**config.mk**
```make
export PLATFORM = sky130hd
export DESIGN_NAME = clock_divider_flat
export DESIGN_NICKNAME = d
export VERILOG_FILES = /design/src/rtl/eurorack_pkg.sv /design/src/rtl/clock_divider_if.sv /design/src/rtl/schmitt_edge.sv /design/src/rtl/clock_divider.sv /design/src/flat_wrapper.sv
export SDC_FILE = /design/constraint.sdc
export NUM_CORES = 1
export LEC_CHECK = 0
export CAP_MARGIN = 0
export CORE_MARGIN = 8
export CORE_UTILIZATION = 29
export DETAILED_ROUTE_END_ITERATION = 7
export HOLD_SLACK_MARGIN = 0.03
export PLACE_DENSITY_LB_ADDON = 0.08
export SYNTH_ARGS = -nofsm -noshare
export SYNTH_HDL_FRONTEND = slang
export SYNTH_HIERARCHICAL = 1
export SYNTH_SLANG_ARGS = --single-unit
```
**constraint.sdc**
```tcl
create_clock -name clk -period 8.05 [get_ports clk]
set_input_delay 1.2075 -clock clk [delete_from_list [all_inputs] [get_ports clk]]
set_output_delay 1.2075 -clock clk [all_outputs]
set_load 0.05 [all_outputs]
```
**src/rtl/eurorack_pkg.sv**
```systemverilog
// Shared voltage-scale helpers and CV thresholds for the eurorack cores.
// Sample values are fixed point: a sample equals mV shifted left by the fractional bit count.
package eurorack_pkg;

  localparam int SCHMITT_HI = 2000;
  localparam int SCHMITT_LO = 500;
  localparam int GATE_HI    = 5000;

  function automatic int FROM_MV(input int mv, input int fp_offset);
    return mv <<< fp_offset;
  endfunction

endpackage

```
**src/rtl/clock_divider_if.sv**
```systemverilog
// Sample bus of the clock divider: one valid strobe, four CV inputs, four trigger outputs.
interface clock_divider_if #(
  parameter int W = 16
) ();

  logic                sample_valid;
  logic signed [W-1:0] sample_in0;
  logic signed [W-1:0] sample_in1;
  logic signed [W-1:0] sample_in2;
  logic signed [W-1:0] sample_in3;
  logic signed [W-1:0] sample_out0;
  logic signed [W-1:0] sample_out1;
  logic signed [W-1:0] sample_out2;
  logic signed [W-1:0] sample_out3;

  modport master (
    output sample_valid, sample_in0, sample_in1, sample_in2, sample_in3,
    input  sample_out0, sample_out1, sample_out2, sample_out3
  );

  modport slave (
    input  sample_valid, sample_in0, sample_in1, sample_in2, sample_in3,
    output sample_out0, sample_out1, sample_out2, sample_out3
  );

endinterface

```
**src/rtl/schmitt_edge.sv**
```systemverilog
// Hysteresis comparator on a CV sample stream with a same-strobe rising-edge flag.
module schmitt_edge
  import eurorack_pkg::*;
#(
  parameter int W         = 16,
  parameter int FP_OFFSET = 2
) (
  input  logic                clk,
  input  logic                rst_n,
  input  logic                sample_valid,
  input  logic signed [W-1:0] sample,
  output logic                state,
  output logic                rise
);

  localparam logic signed [W-1:0] TH_HI = W'(FROM_MV(SCHMITT_HI, FP_OFFSET));
  localparam logic signed [W-1:0] TH_LO = W'(FROM_MV(SCHMITT_LO, FP_OFFSET));

  logic r_state;
  logic w_next;

  always_comb begin
    w_next = r_state;
    if (sample > TH_HI)
      w_next = 1'b1;
    else if (sample < TH_LO)
      w_next = 1'b0;
  end

  always_ff @(posedge clk or negedge rst_n) begin
    if (!rst_n)
      r_state <= 1'b0;
    else if (sample_valid)
      r_state <= w_next;
  end

  assign state = r_state;
  // Combinational so the channel counters react on the same strobe that crosses the threshold.
  assign rise  = sample_valid & ~r_state & w_next;

endmodule

```
**src/rtl/clock_divider.sv**
```systemverilog
// Four-channel clock divider: in0 clocks, in1 resets, each channel emits a fixed-width trigger.
module clock_divider
  import eurorack_pkg::*;
#(
  parameter int W            = 16,
  parameter int FP_OFFSET    = 2,
  parameter int DIV1         = 2,
  parameter int DIV2         = 3,
  parameter int DIV3         = 4,
  parameter int TRIG_SAMPLES = 48
) (
  input  logic            clk,
  input  logic            rst_n,
  clock_divider_if.slave  io
);

  localparam logic signed [W-1:0] OUT_HI = W'(FROM_MV(GATE_HI, FP_OFFSET));
  localparam logic [15:0]         TRIG   = 16'(TRIG_SAMPLES);

  logic w_clk_state;
  logic w_clk_rise;
  logic w_rst_state;
  logic w_rst_rise;
  logic w_unused;

  logic signed [W-1:0] w_out [4];

  schmitt_edge #(.W(W), .FP_OFFSET(FP_OFFSET)) u_clk_det (
    .clk          (clk),
    .rst_n        (rst_n),
    .sample_valid (io.sample_valid),
    .sample       (io.sample_in0),
    .state        (w_clk_state),
    .rise         (w_clk_rise)
  );

  schmitt_edge #(.W(W), .FP_OFFSET(FP_OFFSET)) u_rst_det (
    .clk          (clk),
    .rst_n        (rst_n),
    .sample_valid (io.sample_valid),
    .sample       (io.sample_in1),
    .state        (w_rst_state),
    .rise         (w_rst_rise)
  );

  for (genvar k = 0; k < 4; k++) begin : g_ch
    localparam int RATIO = (k == 0) ? 1 : (k == 1) ? DIV1 : (k == 2) ? DIV2 : DIV3;
    localparam logic [7:0] LAST = 8'(RATIO - 1);

    logic [7:0]          r_phase;
    logic [15:0]         r_width;
    logic signed [W-1:0] r_out;
    logic                w_fire;
    logic [7:0]          w_phase_nxt;
    logic [15:0]         w_width_nxt;

    always_comb begin
      w_fire      = 1'b0;
      w_phase_nxt = r_phase;
      // Coincident reset+clock behaves as reset-to-zero followed by the clock edge.
      if (w_clk_rise && w_rst_rise) begin
        w_fire      = 1'b1;
        w_phase_nxt = (RATIO == 1) ? 8'd0 : 8'd1;
      end else if (w_clk_rise) begin
        w_fire      = (r_phase == 8'd0);
        w_phase_nxt = (r_phase == LAST) ? 8'd0 : r_phase + 8'd1;
      end else if (w_rst_rise) begin
        w_phase_nxt = 8'd0;
      end

      if (w_fire)
        w_width_nxt = TRIG;
      else if (r_width != 16'd0)
        w_width_nxt = r_width - 16'd1;
      else
        w_width_nxt = r_width;
    end

    always_ff @(posedge clk or negedge rst_n) begin
      if (!rst_n) begin
        r_phase <= 8'd0;
        r_width <= 16'd0;
        r_out   <= '0;
      end else if (io.sample_valid) begin
        r_phase <= w_phase_nxt;
        r_width <= w_width_nxt;
        r_out   <= (w_width_nxt != 16'd0) ? OUT_HI : '0;
      end
    end

    assign w_out[k] = r_out;
  end

  assign io.sample_out0 = w_out[0];
  assign io.sample_out1 = w_out[1];
  assign io.sample_out2 = w_out[2];
  assign io.sample_out3 = w_out[3];

  assign w_unused = ^{w_clk_state, w_rst_state, io.sample_in2, io.sample_in3};

endmodule

```
**src/flat_wrapper.sv**
```systemverilog
// flat-port wrapper written by rule: the top's interface ports become plain ports
module clock_divider_flat import eurorack_pkg::*;
#(
  parameter int W            = 16,
  parameter int FP_OFFSET    = 2,
  parameter int DIV1         = 2,
  parameter int DIV2         = 3,
  parameter int DIV3         = 4,
  parameter int TRIG_SAMPLES = 48
)
  (clk, rst_n, io_sample_valid, io_sample_in0, io_sample_in1, io_sample_in2, io_sample_in3, io_sample_out0, io_sample_out1, io_sample_out2, io_sample_out3);
  clock_divider_if #(.W(W)) io_i ();
  input  logic clk;
  input  logic rst_n;
  input wire logic [$bits(io_i.sample_valid)-1:0] io_sample_valid;
  input wire logic [$bits(io_i.sample_in0)-1:0] io_sample_in0;
  input wire logic [$bits(io_i.sample_in1)-1:0] io_sample_in1;
  input wire logic [$bits(io_i.sample_in2)-1:0] io_sample_in2;
  input wire logic [$bits(io_i.sample_in3)-1:0] io_sample_in3;
  output wire logic [$bits(io_i.sample_out0)-1:0] io_sample_out0;
  output wire logic [$bits(io_i.sample_out1)-1:0] io_sample_out1;
  output wire logic [$bits(io_i.sample_out2)-1:0] io_sample_out2;
  output wire logic [$bits(io_i.sample_out3)-1:0] io_sample_out3;
  assign io_i.sample_valid = io_sample_valid;
  assign io_i.sample_in0 = io_sample_in0;
  assign io_i.sample_in1 = io_sample_in1;
  assign io_i.sample_in2 = io_sample_in2;
  assign io_i.sample_in3 = io_sample_in3;
  assign io_sample_out0 = io_i.sample_out0;
  assign io_sample_out1 = io_i.sample_out1;
  assign io_sample_out2 = io_i.sample_out2;
  assign io_sample_out3 = io_i.sample_out3;
  clock_divider #(.W(W), .FP_OFFSET(FP_OFFSET), .DIV1(DIV1), .DIV2(DIV2), .DIV3(DIV3), .TRIG_SAMPLES(TRIG_SAMPLES)) u_core (.clk(clk), .rst_n(rst_n), .io(io_i));
endmodule
```
# Word-level counts from Yosys, hierarchy flattened

Cells that the tools add are included.

Add/sub/neg operators: 8
$lt $le $gt $ge: 4
Equality and inequality tests: 3
Muxes and demuxes: 37
Bitwise operators: 6
Reduce and logical (&&, ||, !) cells: 15

Operators by type and width:

| kind                  | number |
|---|---|
| $mux 16               | 8 |
| $reduce_bool 16->1    | 8 |
| $mux 8                | 13 |
| $sub 16x1->16 const B | 4 |
| $mux 15               | 4 |
| $add 8x1->8 const B   | 4 |
| $gt 16x14->1 const B  | 2 |
| $logic_not 8->1       | 4 |
| $lt 16x12->1 const B  | 2 |
| $eq 8x2->1 const B    | 2 |
| $mux 1                | 12 |
| $eq 8x1->1 const B    | 1 |
| $and 1x1->1           | 4 |
| $reduce_bool 3->1     | 1 |
| $not 1->1             | 2 |
| $reduce_and 2->1      | 1 |
| $logic_and 1x1->1     | 1 |

Register bits: 162
Input bits: 67
Output and inout port bits: 64
Logic and storage cells: 87

# Longest topological paths before layout

Depth after elaboration: 9
Gate-level depth with buffers: 11
Gate-level depth less buffers: 10

# Cells and area by module

Netlist, hierarchy kept.

By module, submodules not included:

| module        | instances | cells an instance | area an instance (µm²) | sequential area each (µm²) |
|---|---|---|---|---|
| clock_divider | 1         | 832               | 6810.3                 | 2502.4 |
| schmitt_edge  | 2         | 19                | 135.1                  | 25.0 |

# Worst setup path after synthesis

OpenSTA, ideal clock, no wires.

Kind: input to register
Start point: input io_sample_in0[14]
End point: register u_core.g_ch[0].r_out[11] (netlist: u_core/io.sample_out0[11])
Library setup time: 152 ps
Data arrival time: 3278 ps
Data required time: 7898 ps
Slack: 4620 ps
Cell stages on the path: 10
Path buffers: 1
Cell sequence: nor4_1 nand3_1 nor4_2 nor3_1 and2_0 clkbuf_1 a211oi_1 nand4_1 a2111oi_0 a41oi_1

Word-level cells in the longest chain between the ends: 9
Elaborated cells on any way between the ends: 11
Classes of those cells: 2 x order compare; 6 x mux; 1 x bitwise; 2 x reduce/logical

Ends and longest elaborated chain:

| item                                        | RTL line                                 | source |
|---|---|---|
| start: declaration                          | flat_wrapper.sv:16                       | `input wire logic [$bits(io_i.sample_in0)-1:0] io_sample_in0;` |
| $lt 16x12->1                                | schmitt_edge.sv:26                       | `else if (sample < TH_LO)` |
| $mux 1                                      | schmitt_edge.sv:26                       |  |
| $mux 1 *                                    | schmitt_edge.sv:24                       | `if (sample > TH_HI)` |
| $and 1x1->1 *                               | schmitt_edge.sv:39                       | `assign rise = sample_valid & ~r_state & w_next;` |
| net u_core.w_clk_rise                       | clock_divider.sv:21                      | `logic w_clk_rise;` |
| $mux 1 or $logic_and 1x1->1 (tied branches) | clock_divider.sv:64, clock_divider.sv:61 |  |
| $mux 1 *                                    | clock_divider.sv:61                      | `if (w_clk_rise && w_rst_rise) begin` |
| $mux 16 *                                   | clock_divider.sv:71                      | `if (w_fire)` |
| $reduce_bool 16->1 *                        | clock_divider.sv:87                      | `r_out <= (w_width_nxt != 16'd0) ? OUT_HI : '0;` |
| $mux 15 *                                   | clock_divider.sv:87                      |  |
| end signal: assignment                      | clock_divider.sv:87                      |  |
| end: declaration                            | clock_divider.sv:52                      | `logic signed [W-1:0] r_out;` |

Mark *: on every way through the listed nets, which the timed path passes. The rest lies on a longest branch.
A chain may end at the register's enable or synchronous reset.

# Worst setup path after layout

Start point: input io_sample_in0[14]
End point: register u_core.g_ch[2].r_out[11] (netlist: u_core/io.sample_out2[11])

Word-level cells in the longest chain between the ends: 9
Elaborated cells on any way between the ends: 11
Classes of those cells: 2 x order compare; 6 x mux; 1 x bitwise; 2 x reduce/logical

Ends and longest elaborated chain:

| item                                        | RTL line |
|---|---|
| $lt 16x12->1                                | schmitt_edge.sv:26 |
| $mux 1                                      | schmitt_edge.sv:26 |
| $mux 1 *                                    | schmitt_edge.sv:24 |
| $and 1x1->1 *                               | schmitt_edge.sv:39 |
| net u_core.w_clk_rise                       | clock_divider.sv:21 |
| $mux 1 or $logic_and 1x1->1 (tied branches) | clock_divider.sv:64, clock_divider.sv:61 |
| $mux 1 *                                    | clock_divider.sv:61 |
| $mux 16 *                                   | clock_divider.sv:71 |
| $reduce_bool 16->1 *                        | clock_divider.sv:87 |
| $mux 15 *                                   | clock_divider.sv:87 |
| end signal: assignment                      | clock_divider.sv:87 |
| end: declaration                            | clock_divider.sv:52 |

Marks and branches as above.

==> reports/summary.md <==
### Final layout
• **fraction of layout cells with a size suffix above 1** 4.911%
• **fill cell total of the finished layout** 2542
• **final std cells w/o fill** 1220
• **total non-filler cell area in the finished layout** 0.007953 mm²
• **Post-layout nets** 976
• **relative area change from synthesis to final layout** 12.32%
• **count of antenna diodes in the layout** 0

### Floorplan
• **Initial Util** 29.29%
• **total core area** 0.02418 mm²
• **Die X-Extent** 172.3 µm
• **# rows** 57
• **area enclosed by the die boundary** 0.02967 mm²
• **Chip Height** 172.3 µm
• **Top-Level Pins** 131

### Global route
• **number of antenna violations at the first check in global routing** 0
• **most congested layer reported by global routing** met2
• **global routing met2 resource utilization** 20.55%
• **fraction of met3 tracks used by global routing** 1.895%
• **pin count of the biggest net entering global routing** 64
• **met1 track utilization from global routing** 17.50%
• **All-Layer GR Usage** 12.93%
• **total global routing overflow** 0
• **via count of the first global-routing pass** 6222
• **first-pass GRT wire length** 31.33 mm

### Timing
• **number of setup violations in the final report** 0
• **achievable frequency** 225.8 MHz
• **WHS** 0.4813 ns
• **final setup TNS** 0 ns
• **fraction of the cycle the final worst path needs** 55.01%
• **RSZ-0062 raised after global routing** false
• **slew margin rel.** 42.87%
• **worst slew pin tran** 0.8570 ns
• **number of failing hold endpoints at the final stage** 0
• **time the worst path needs with I/O delays and setup** 4.428 ns
• **Fin Clk Skew** 0.008582 ns
• **count of pins over their slew limit** 0

### Critical path
• **endpoint type of the worst setup path** flip-flop
• **cell repeated most along the worst path** nand3_1
• **CP required** 8.27 ns
• **Bufs and invs on worst path** 2
• **largest delay contributor family on the critical path** simple AND/OR/NAND/NOR gates
• **number of cells traversed by the worst register-to-register path** 8
• **arrival time at the worst endpoint** 4.65 ns
• **reg-to-reg startpoint** u_core/g_ch[0].r_width[0]$_DFFE_PN0P_
• **timing startpoint of the critical path** io_sample_in0[14]
• **standard cell with the maximum stage delay on the critical path** nor2_1
• **slowest cell delay on critical path** 0.60 ns
• **ordered list of cells on the worst path** clkdlybuf4s50_1 -> nor4_1 -> nand3_1 -> nor4_2 -> nor3_2 -> buf_4 -> and2_0 -> a41o_1 -> nor2_1 -> nand3_1 -> nor4b_1 -> a31oi_1
• **Reg-to-Reg End** u_core/io.sample_out0[11]$_DFFE_PN0P_
• **register-to-register setup slack** 4.94 ns
• **critical path type** input port to flip-flop
• **largest fanout of any net on the critical path** 15
• **element type at the critical path start** input port

### CTS
• **clock tree from TritonCTS** yes
• **clock transition at the registers of the reported paths** 0.07 ns
• **total CTS buffers** 9
• **Longest Clk Path Bufs** 2
• **clock latency at the later pin of the worst-skew pair** 0.35 ns
• **H-tree level count** 3
• **post-cts gate resize count** 0
• **Post-CTS Hold Buffers** 0
• **clk sinks** 102
• **CTS Root Cell** clkbuf_16
• **post-CTS repair timing setup buffer count** 0

### Routing
• **DRC violation count after routing** 0
• **post-detailed-routing wire length** 18.45 mm
• **post-detailed-route count of antenna-violating nets** 0
• **detailed-routing iteration count for the pre-antenna-repair pass** 5
• **via density per instance** 5.075
• **per-cell routed wire length** 15.12 µm
• **Via Count** 6192
• **detailed router's first-iteration violation count** 393

### Synthesis
• **netlist area before placement** 0.007081 mm²
• **post-synthesis instance total** 870
• **part of the Yosys area used for sequential elements** 36.05%
• **Post-synth EDFFs** 0
• **mean instance size in the synthesized netlist** 8.139 µm²
• **asr flop ratio synth** 100.0%
• **count of cell types in the netlist** 67
• **top flip-flop cell by instance count after synthesis** dfrtp_1
• **number of register bits inferred by synthesis** 102
• **Yosys Warn Count** 6

### Power
• **worst IR drop on VDD** 0.0001032 V
• **power spent charging and discharging nets** 923.1 µW
• **PwrDens** 271.6 mW/mm²
• **fraction of power consumed by sequential logic** 40.3%
• **clock network fraction of design power** 21.0%
• **internal power component** 1237 µW
• **logic gate share of total power** 38.7%
• **Sw Ratio** 42.74%
• **Leakage** 0.003243 µW
• **Tot Pwr** 2160 µW

### Placed design
• **total cell area at the placement stage** 0.007652 mm²
• **number of port buffers** 54
• **DPL Wire Length** 12.80 mm
• **routability cong.** 0.7688
• **cell count after placement** 1204

### Flow run
• **number of max-cap violations** 0

### Worst hold path
• **WHS Path Cells** 1
• **worst hold-check path type** flip-flop to flip-flop
• **startpoint of the tightest hold check path** u_core/g_ch[0].r_width[11]$_DFFE_PN0P_
• **terminating pin of the worst hold path** u_core/g_ch[0].r_width[11]$_DFFE_PN0P_

### Status
• **result of the run** complete, no violations

final cells by class:
type	count	area (µm²)	share of cell area [%]
multi-input cells	692	4008	50.39
clock inverters	6	71.32	0.8968
well taps	324	405.4	5.098
inverters	23	86.33	1.086
clock buffers	10	229.0	2.879
repair buffers	63	600.6	7.552
flip-flops and latches	102	2552	32.10
cells in the mapped netlist (all sizes together) (6+ instances only):
| cell type | number | area (µm²) |
|---|---|---|
| a21oi | 29 | 145.1 |
| a22o | 10 | 87.58 |
| and3 | 11 | 68.82 |
| buf | 65 | 484.2 |
| clkbuf | 31 | 116.4 |
| dfrtp | 102 | 2552 |
| ha | 18 | 225.2 |
| inv | 23 | 86.33 |
| mux2i | 9 | 90.09 |
| nand2 | 97 | 364.1 |
| nand2b | 8 | 50.05 |
| nand3 | 37 | 185.2 |
| nand4 | 11 | 68.82 |
| nor2 | 82 | 307.8 |
| nor3 | 26 | 130.1 |
| nor3b | 7 | 52.55 |
| nor4 | 35 | 252.8 |
| o21ai | 122 | 610.6 |
| o31ai | 20 | 150.1 |
| or3 | 6 | 37.54 |
| or4 | 8 | 67.56 |
| xnor2 | 9 | 78.83 |
| xor2 | 16 | 140.1 |
per-stage QoR:
step           util, %  setup WS [ns]
5_1_grt          32.89          3.334
2_1_floorplan        -          4.620
4_1_cts          32.89          3.653
3_5_place_dp     31.65          3.268
6_report         32.89          3.622
3_3_place_gp     31.65          3.171
flip-flops by register name (all words and copies together) (netlist names):
signal and flops:
u_core/g_ch.r_width 64, u_core/g_ch.r_phase 32, u_core/io.sample_out0 1, u_core/io.sample_out1 1, u_core/io.sample_out2 1, u_core/io.sample_out3 1
u_core/u_clk_det/state 1, u_core/u_rst_det/state 1
cell families after synthesis:
kind of cell               synth area share [%]
adders and majority gates                 3.181
xor gates and xnor gates                  3.092
DFF                                       36.05
other                                   0.05296
and+or+nand+nor                           25.62
buffers and inverters                     9.701
muxes                                     1.590
AOI/OAI and AO/OA                         20.71
how the worst max path moves through the flow:
| stage | end | depth (start not counted) |
|---|---|---|
| final | u_core/io.sample_out2[11]$_DFFE_PN0P_ | 12 |
| after CTS | u_core/io.sample_out2[11]$_DFFE_PN0P_ | 12 |
| after detailed placement | u_core/io.sample_out2[11]$_DFFE_PN0P_ | 12 |
| after global routing | u_core/io.sample_out2[11]$_DFFE_PN0P_ | 12 |
| after floorplan | u_core/io.sample_out0[11]$_DFFE_PN0P_ | 10 |
| after global placement | u_core/io.sample_out2[11]$_DFFE_PN0P_ | 12 |
cell usage in the layout (no fill, tap or decap), types with 4 or more instances in the layout:
master / n
or4_1: 6
clkbuf_16: 9
a41oi_1: 4
a22o_1: 10
xor2_1: 16
nand2b_1: 8
or2_2: 4
nor3_1: 25
ha_1: 18
mux2i_1: 9
a21o_1: 5
and3_1: 11
clkdlybuf4s50_1: 52
nor3b_1: 7
o21ai_0: 120
a21oi_1: 29
nor4_1: 31
xnor2_1: 9
or3_1: 6
a211oi_1: 5
o2bb2ai_1: 5
nand3b_1: 5
a41o_1: 5
nand3_1: 37
inv_1: 23
nor2_1: 82
nand4_1: 11
conb_1: 44
dfrtp_1: 102
o31ai_1: 20
buf_4: 10
nand2_1: 97
metal layers:
metal	up-vias	routed length [µm]
met5	-	0
met4	0	289
met3	19	668
met2	130	8252
met1	2926	9242
li1	3117	-
power groups by stage:
stage	Sequential [µW]	Combinational (µW)	Clock [µW]
final	870	835	455
after global routing	902	952	493
after CTS	866	837	480
after detailed placement	872	835	0
after global placement	882	836	0
after floorplan	785	720	0
No activity file was read; power rests on OpenSTA's default activity.
